==> src/rtl/seg_pkg.sv <==
// Shared constants and types for the seven-segment scan driver.
package seg_pkg;

   localparam logic [7:0] SEG_BLANK  = 8'hFF;
   localparam logic [3:0] AN_OFF     = 4'hF;
   localparam int         NUM_DIGITS = 4;
   localparam int         IDX_W      = $clog2(NUM_DIGITS);

   typedef enum logic [0:0] {
      BLANK = 1'b0,
      SHOW  = 1'b1
   } seg_state_t;

endpackage

==> src/rtl/seg_prescaler.sv <==
// Slot counter for the scan driver; runs one cycle ahead of the registered display outputs.
// Free-running after reset, no backpressure: flags slot start, slot end and the dead-time window.
module seg_prescaler #(
   parameter int REFRESH_DIV = 50000,
   parameter int DEAD_CYCLES = 500
) (
   input  logic clknew,
   input  logic rst,
   output logic slot_start,
   output logic slot_end,
   output logic in_dead
);

   localparam int CNT_W = (REFRESH_DIV > 2) ? $clog2(REFRESH_DIV) : 1;

   logic [CNT_W-1:0] cnt;

   always_ff @(posedge clknew) begin
      if (rst) begin
         cnt <= '0;
      end else if (slot_end) begin
         cnt <= '0;
      end else begin
         cnt <= cnt + CNT_W'(1);
      end
   end

   assign slot_start = (cnt == '0);
   assign slot_end   = (cnt == CNT_W'(REFRESH_DIV - 1));

   // Zero dead time must never blank; avoid an always-false unsigned compare.
   generate
      if (DEAD_CYCLES == 0) begin : g_no_dead
         assign in_dead = 1'b0;
      end else begin : g_dead
         assign in_dead = (cnt < CNT_W'(DEAD_CYCLES));
      end
   endgenerate

endmodule

==> src/rtl/seg_scan_mux.sv <==
// Four-digit seven-segment scanner: per-frame pattern capture, dead-time blanking, registered outputs.
// No backpressure; optional entry-digit blink is built only when SEG_BLINK_EN is defined.
module seg_scan_mux
   import seg_pkg::*;
#(
   parameter int REFRESH_DIV  = 50000,
   parameter int DEAD_CYCLES  = 500,
   parameter int BLINK_FRAMES = 62
) (
   input  logic       clknew,
   input  logic       rst,
   input  logic [7:0] d1,
   input  logic [7:0] d2,
   input  logic [7:0] d3,
   input  logic [7:0] d4,
   output logic [7:0] seg,
   output logic [3:0] an,
   output logic       frame
);

   localparam logic [IDX_W-1:0] LAST_IDX = IDX_W'(NUM_DIGITS - 1);

   logic                       slot_start;
   logic                       slot_end;
   logic                       in_dead;
   logic [IDX_W-1:0]           idx;
   logic [NUM_DIGITS-1:0][7:0] shadow;
   logic [NUM_DIGITS-1:0][7:0] din;
   logic [NUM_DIGITS-1:0][7:0] src;
   logic                       capture;
   logic                       blink_hide;
   seg_state_t                 slot_state;
   logic [7:0]                 seg_n;
   logic [3:0]                 an_n;
   logic                       frame_n;

   seg_prescaler #(
      .REFRESH_DIV (REFRESH_DIV),
      .DEAD_CYCLES (DEAD_CYCLES)
   ) u_prescaler (
      .clknew     (clknew),
      .rst        (rst),
      .slot_start (slot_start),
      .slot_end   (slot_end),
      .in_dead    (in_dead)
   );

   assign din     = {d4, d3, d2, d1};
   assign capture = slot_start && (idx == '0);

   // On the capture cycle the new patterns bypass the shadow so slot 0 never shows stale data.
   always_comb begin
      src        = capture ? din : shadow;
      slot_state = in_dead ? BLANK : SHOW;
      seg_n      = SEG_BLANK;
      an_n       = AN_OFF;
      frame_n    = slot_end && (idx == LAST_IDX);
      if (slot_state == SHOW) begin
         an_n  = AN_OFF & ~(4'b0001 << idx);
         seg_n = (blink_hide && (idx == LAST_IDX)) ? SEG_BLANK : src[idx];
      end
   end

   always_ff @(posedge clknew) begin
      if (rst) begin
         idx    <= '0;
         shadow <= {NUM_DIGITS{SEG_BLANK}};
         seg    <= SEG_BLANK;
         an     <= AN_OFF;
         frame  <= 1'b0;
      end else begin
         if (slot_end) begin
            idx <= idx + IDX_W'(1);
         end
         if (capture) begin
            shadow <= din;
         end
         seg   <= seg_n;
         an    <= an_n;
         frame <= frame_n;
      end
   end

`ifdef SEG_BLINK_EN
   localparam int BC_W = (BLINK_FRAMES > 1) ? $clog2(BLINK_FRAMES) : 1;

   logic [BC_W-1:0] blink_cnt;
   logic            blink_hidden;

   // Phase flips on the edge that ends a frame, so a whole frame always shares one phase.
   always_ff @(posedge clknew) begin
      if (rst) begin
         blink_cnt    <= '0;
         blink_hidden <= 1'b0;
      end else if (frame_n) begin
         if (blink_cnt == BC_W'(BLINK_FRAMES - 1)) begin
            blink_cnt    <= '0;
            blink_hidden <= ~blink_hidden;
         end else begin
            blink_cnt <= blink_cnt + BC_W'(1);
         end
      end
   end

   assign blink_hide = blink_hidden;
`else
   logic unused_blink;

   assign blink_hide   = 1'b0;
   assign unused_blink = (BLINK_FRAMES != 0);
`endif

endmodule
==> config.mk <==
export PLATFORM = sky130hd
export DESIGN_NAME = seg_scan_mux
export DESIGN_NICKNAME = d
export VERILOG_FILES = /design/src/rtl/seg_pkg.sv /design/src/rtl/seg_prescaler.sv /design/src/rtl/seg_scan_mux.sv
export SDC_FILE = /design/constraint.sdc
export NUM_CORES = 1
export LEC_CHECK = 0
export BUFFER_PORTS_ARGS = -buffer_cell sky130_fd_sc_hd__buf_2
export CORE_ASPECT_RATIO = 0.8
export CORE_MARGIN = 1
export CORE_UTILIZATION = 59
export DETAILED_ROUTE_END_ITERATION = 8
export PLACE_DENSITY = 0.83
export SLEW_MARGIN = 20
export SYNTH_ARGS = -nofsm -noshare
export SYNTH_HDL_FRONTEND = slang
export SYNTH_HIERARCHICAL = 1
export SYNTH_SLANG_ARGS = --single-unit
==> constraint.sdc <==
create_clock -name clknew -period 8.2 [get_ports clknew]
set_clock_uncertainty 0.2 [all_clocks]
set_input_delay 1.64 -clock clknew [delete_from_list [all_inputs] [get_ports clknew]]
set_output_delay 1.64 -clock clknew [all_outputs]
set_load 0.03 [all_outputs]
==> Word-level counts from Yosys, hierarchy flattened <==
Index checks and enable logic that the tools add are counted.
{ "totals": {"regBits": 63, "input_bits": 34} }
{ "op_classes": {"add_sub_neg": 2, "magnitude_cmp": 2, "n_eq_ne": 2, "n_shift": 1, "muxes": 3, "bitwise": 1, "n_reduce_logical": 6} }
{ "op_table": {"columns": ["op", "count"], "rows": [
  ["2-to-1 mux 32 bit", 1],
  ["adder 16 x 1 -> 16 bit, second input constant", 1],
  ["binary-select mux 8 bit (select 2 bit)", 1],
  ["equality test 16 bit, second input constant", 1],
  ["logical NOT 16 bit", 1],
  ["less-than comparator 16 x 9 -> 1 bit, second input constant", 1],
  ["2-to-1 mux 8 bit", 1],
  ["inverter 4 bit", 1],
  ["OR reduction 2 bit", 2],
  ["left shift 1 x 2 -> 4 bit, first input constant", 1],
  ["less-than comparator 2 x 3 -> 1 bit, second input constant", 1],
  ["adder 2 x 1 -> 2 bit, second input constant", 1],
  ["equality test 2 bit, second input constant", 1],
  ["logical AND 1 bit", 2],
  ["logical NOT 2 bit", 1]
]} }

==> Depth between registers and ports, before layout <==
{ "logic_depth": {"depth_word": 5, "depth_mapped": 8} }

==> Cells and area by module <==
Netlist, hierarchy kept.
{ "by_module_without_submodules": {"columns": ["mod", "instances", "cells_each", "area_each_um2", "seq_area_each_um2"], "rows": [
  ["seg_scan_mux", 1, 193, 1960.6, 940.9],
  ["seg_prescaler", 1, 89, 780.7, 320.3]
]} }

==> Worst setup path after synthesis <==
No wires, ideal clock.
{ "synth_path": {"kind": "register to register", "startpoint": "reg u_prescaler.cnt[12]", "endpoint": "reg shadow[15] in the netlist's numbering", "arrival_time_ns": 2.564, "t_required_ns": 7.880, "setup_slack_ns": 5.317, "path_stages_with_launch": 8, "path_buffers": 2, "period_less_slack_ns": 2.883, "path_cell_list": "dfxtp_1 or4_4 or4_1 nor4_2 nand2_2 buf_2 buf_2 a211o_1"} }
{ "synth_between": {"elab_chain_cells": 3} }
{ "synth_rtl": {"columns": ["element", "line_no", "text"], "rows": [
  ["start, declared", "seg_prescaler.sv:16", "logic [CNT_W-1:0] cnt;"],
  ["start signal, assigned", "seg_prescaler.sv:24", "cnt <= cnt + CNT_W'(1);"],
  ["logical NOT 16 bit", "seg_prescaler.sv:28", "assign slot_start = (cnt == '0);"],
  ["via slot_start", "seg_scan_mux.sv:23", "logic slot_start;"],
  ["logical AND 1 bit", "seg_scan_mux.sv:49", "assign capture = slot_start && (idx == '0);"],
  ["2-to-1 mux 32 bit", null, null],
  ["end signal, assigned", "seg_scan_mux.sv:67", "shadow <= {NUM_DIGITS{SEG_BLANK}};"],
  ["end signal, assigned", "seg_scan_mux.sv:76", "shadow <= din;"],
  ["end, declared", "seg_scan_mux.sv:27", "logic [NUM_DIGITS-1:0][7:0] shadow;"]
]} }
The timed path passes the listed nets, and every way through them passes these cells.
A chain may end at the register's enable or synchronous reset.

==> Final worst setup path <==
{ "layout_path": {"startpoint": "reg u_prescaler.cnt[12]", "endpoint": "reg seg[0]"} }
{ "layout_between": {"elab_chain_cells": 5} }
{ "layout_rtl": {"columns": ["element", "line_no", "text"], "rows": [
  ["logical NOT 16 bit", "seg_prescaler.sv:28", null],
  ["via slot_start", "seg_scan_mux.sv:23", null],
  ["logical AND 1 bit", "seg_scan_mux.sv:49", null],
  ["2-to-1 mux 32 bit", null, null],
  ["binary-select mux 8 bit (select 2 bit)", "seg_scan_mux.sv:60", "seg_n = (blink_hide && (idx == LAST_IDX)) ? SEG_BLANK : src[idx];"],
  ["2-to-1 mux 8 bit (not written as such)", "seg_scan_mux.sv:60", null],
  ["end signal, assigned", "seg_scan_mux.sv:78", "seg <= seg_n;"],
  ["end, declared", "seg_scan_mux.sv:16", "output logic [7:0] seg,"]
]} }
The timed path passes the listed nets, and every way through them passes these cells. The select of a mux whose other input is x is not followed.

==> metrics.log <==
[metrics] arrival time at the worst endpoint: 3270 ps
[metrics] xor/xnor cell area share of the yosys netlist: 4.79%
[metrics] number of placed cells counting well taps: 364
[metrics] met2 wire length: 2510 um
[metrics] core occupancy in the finished layout: 73.5%
[metrics] count of standard-cell rows: 21
[metrics] # IOs: 47
[metrics] number of different library cells in the post-synthesis netlist: 32
[metrics] flop and latch count out of synthesis: 63
[metrics] area growth from synthesis to layout: 15.6%
[metrics] adder-cell share of the synthesized area: 2.74%
[metrics] HP Class: flop to flop
[metrics] Simple-Gate Fraction of Synth Area: 18.8%
[metrics] count of endpoints failing hold in the final timing report: 0
[metrics] CP endpoint kind: flop
[metrics] Post-Synthesis Cells: 282
[metrics] Met1 Wirelength: 3090 um
[metrics] width of the die: 78.2 um
[metrics] fraction of layout instances using a drive strength above 1: 21.4%
[metrics] total number of nets in the final design: 358
[metrics] setup repair after global routing missed its margin: false
[metrics] die extent in y: 63.0 um
[metrics] vias per std cell: 5.99
[metrics] post-route ant nets: 0
[metrics] # Max-Cap Violations: 0
[metrics] average footprint of a synthesized cell: 9.72 sq um
[metrics] clock buffer depth: 2
[metrics] drt wl/cell: 16.1 um
[metrics] Yosys top cell area share: 46.0%
[metrics] total of buffers placed on input and output ports: 46
[metrics] Final Total Pwr: 0.699 mW
[metrics] maximum vdd ir drop: 0.180 mV
[metrics] final critical path time including I/O delays and setup: 3310 ps
[metrics] CTS Buf Count: 9
[metrics] dominant combinational cell family by area after synthesis: compound AO/OA/AOI/OAI gates
[metrics] final setup violation count: 0
[metrics] highest clock rate: 0.302 GHz
[metrics] worst slew pin tran: 1090 ps
[metrics] half-perimeter wire length after detailed placement: 3950 um
[metrics] root buffer cell: sky130_fd_sc_hd__clkbuf_8
[metrics] post-synthesis instance area: 0.00274 sq mm
[metrics] critical path peak fanout: 64
[metrics] status: finished clean
[metrics] global placer's final weighted congestion: 0.836
[metrics] post-CTS setup buffers: 0
[metrics] accumulated negative setup slack: 0 ps
[metrics] category of the worst setup path launch point: flop
[metrics] sequential element share of the synthesized area: 46.0%
[metrics] sinks on the clock net: 63
[metrics] area of the die: 0.00492 sq mm
[metrics] share of the clock period used by the worst path after layout: 40.3%
[metrics] met3 WL: 428 um
[metrics] CTS tree: built
[metrics] number of slew-limit violations in the final report: 0
[metrics] Clock Latency Late Sink: 340 ps
[metrics] routed via count: 2,277
[metrics] Worst-path clk slew: 70 ps
[metrics] maximum number of pins on one net before global-route repair: 65
[metrics] remaining routing DRC violations: 0
[metrics] cell type with the highest aggregate area in the netlist: sky130_fd_sc_hd__dfxtp_1
[metrics] detailed-routing iteration count for the pre-antenna-repair pass: 4
[metrics] count of yosys warnings during synthesis: 6
[metrics] first-pass GRT wire length: 9860 um
[metrics] hold-fix buffers at CTS: 0
[metrics] pwr dens: 221 mW/mm^2
[metrics] ant diodes: 0
[metrics] overall overflow remaining after global route: 0
[metrics] effective utilization at floorplan: 63.6%
[metrics] final standard cell count with taps included and fillers excluded: 380
[metrics] antenna violations before repair: 0
[metrics] count of filler cells inserted in the layout: 316
[metrics] critical path required time: 8170 ps
[metrics] synthesized net count: 322
[metrics] Critical Setup Path Class: flop to flop
[metrics] via count of the first global-routing pass: 2,048
[metrics] 1st-iter DRT viols: 173
[metrics] uppermost layer routed: met4
[metrics] total detailed-routing wirelength: 6110 um
[metrics] Core Box Area: 0.00431 sq mm
[metrics] number of gates resized after cts: 0
[metrics] static leakage: 1.30 nW
[metrics] multiplexer share of the synthesized area: 0.365%
[metrics] worst-case headroom to the max-slew limit: 26.8%
[metrics] deepest level of the CTS H-tree: 3
[metrics] top cells by area in the synthesized netlist: sky130_fd_sc_hd__dfxtp_1 46%, sky130_fd_sc_hd__a211o_1 10%, sky130_fd_sc_hd__a211oi_1 8.8%
[metrics] Total GRT Usage: 26.5%
[metrics] synthesized-area fraction occupied by ao, oa, aoi and oai cells: 22.4%
[metrics by stage]
step                cell area, sq um  setup slack, ps  hold WS (ps)
floorplan                       2740             5320           236
global placement                2950             4670           244
detailed placement              2950             4600           250
CTS                             3160             4570           266
global route                    3170             4700           282
finish                          3170             4890           265
[synth_stat cells, drive strengths merged]
cell	number
a211o	32
a211oi	32
a31o	1
and3	33
buf	8
clkbuf	14
dfxtp	63
ha	6
inv	8
mux2i	1
nand2	10
nand2b	2
nand3	5
nand4	3
nor2	26
nor3	3
nor4	6
o21ai	1
o41ai	8
or2	1
or3	1
or4	2
or4b	1
xnor2	14
xor2	1
[registers in the layout, indices dropped and copies added (netlist names)]
| register | flops |
|---|---|
| frame | 1 |
| an | 4 |
| shadow | 32 |
| u_prescaler/cnt | 16 |
| idx | 2 |
| seg | 8 |
[per-layer routing]
layer  global-route usage, %  up-vias
li1                        -     1130
met1                    38.7     1062
met2                    34.9       76
met3                    9.93        9
met4                    9.72        0
met5                       0        -
[area by class of cell]
cell class,instances,area [sq um],area share [%]
Clock inverter,3,40.0,1.26
Multi-Input combinational cell,189,1360,42.9
Clock buffer,13,169,5.33
Tap cell,57,71.3,2.25
Timing Repair Buffer,47,238,7.50
Sequential cell,63,1260,39.8
Inverter,8,30.0,0.948
[layout by cell type (no fill, tap or decap), drive strengths merged, types with 2 or more instances in the layout]
| master | n |
|---|---|
| a211o | 32 |
| a211oi | 32 |
| and3 | 33 |
| buf | 47 |
| clkbuf | 13 |
| clkinv | 2 |
| dfxtp | 63 |
| ha | 6 |
| inv | 8 |
| nand2 | 10 |
| nand2b | 2 |
| nand3 | 5 |
| nand4 | 3 |
| nor2 | 26 |
| nor3 | 3 |
| nor4 | 6 |
| o41ai | 8 |
| or4 | 2 |
| xnor2 | 14 |
[worst max-delay path, cell delays in order (launching register included)]
cell	delay, ps
sky130_fd_sc_hd__dfxtp_1	350
sky130_fd_sc_hd__or4_4	560
sky130_fd_sc_hd__or4_1	480
sky130_fd_sc_hd__nor4_4	260
sky130_fd_sc_hd__buf_4	320
sky130_fd_sc_hd__nand2_4	390
sky130_fd_sc_hd__a211oi_1	430
sky130_fd_sc_hd__o41ai_1	110
[power breakdown]
| group | internal [mW] | switching, mW |
|---|---|---|
| combinational | 0.0365 | 0.0442 |
| clock | 0.164 | 0.113 |
| sequential | 0.329 | 0.0122 |
| total | 0.529 | 0.170 |
[worst paths after layout]
kind	startpoint	end	slack, ps	cells after the start
worst min-delay path	shadow[23]	shadow[23]	270	1
worst max register to register	u_prescaler/cnt[12]	seg[0]	4890	7
worst min register to register	shadow[23]	shadow[23]	270	1
worst max-delay path	u_prescaler/cnt[12]	seg[0]	4890	7
[logic make-up after synthesis]
family	Yosys count
mux	1
fa+ha+maj	6
compound gates	74
xor+xnor	15
buf+inv	30
simple gates	93
flops	63
No activity file was read; power rests on OpenSTA's default activity.
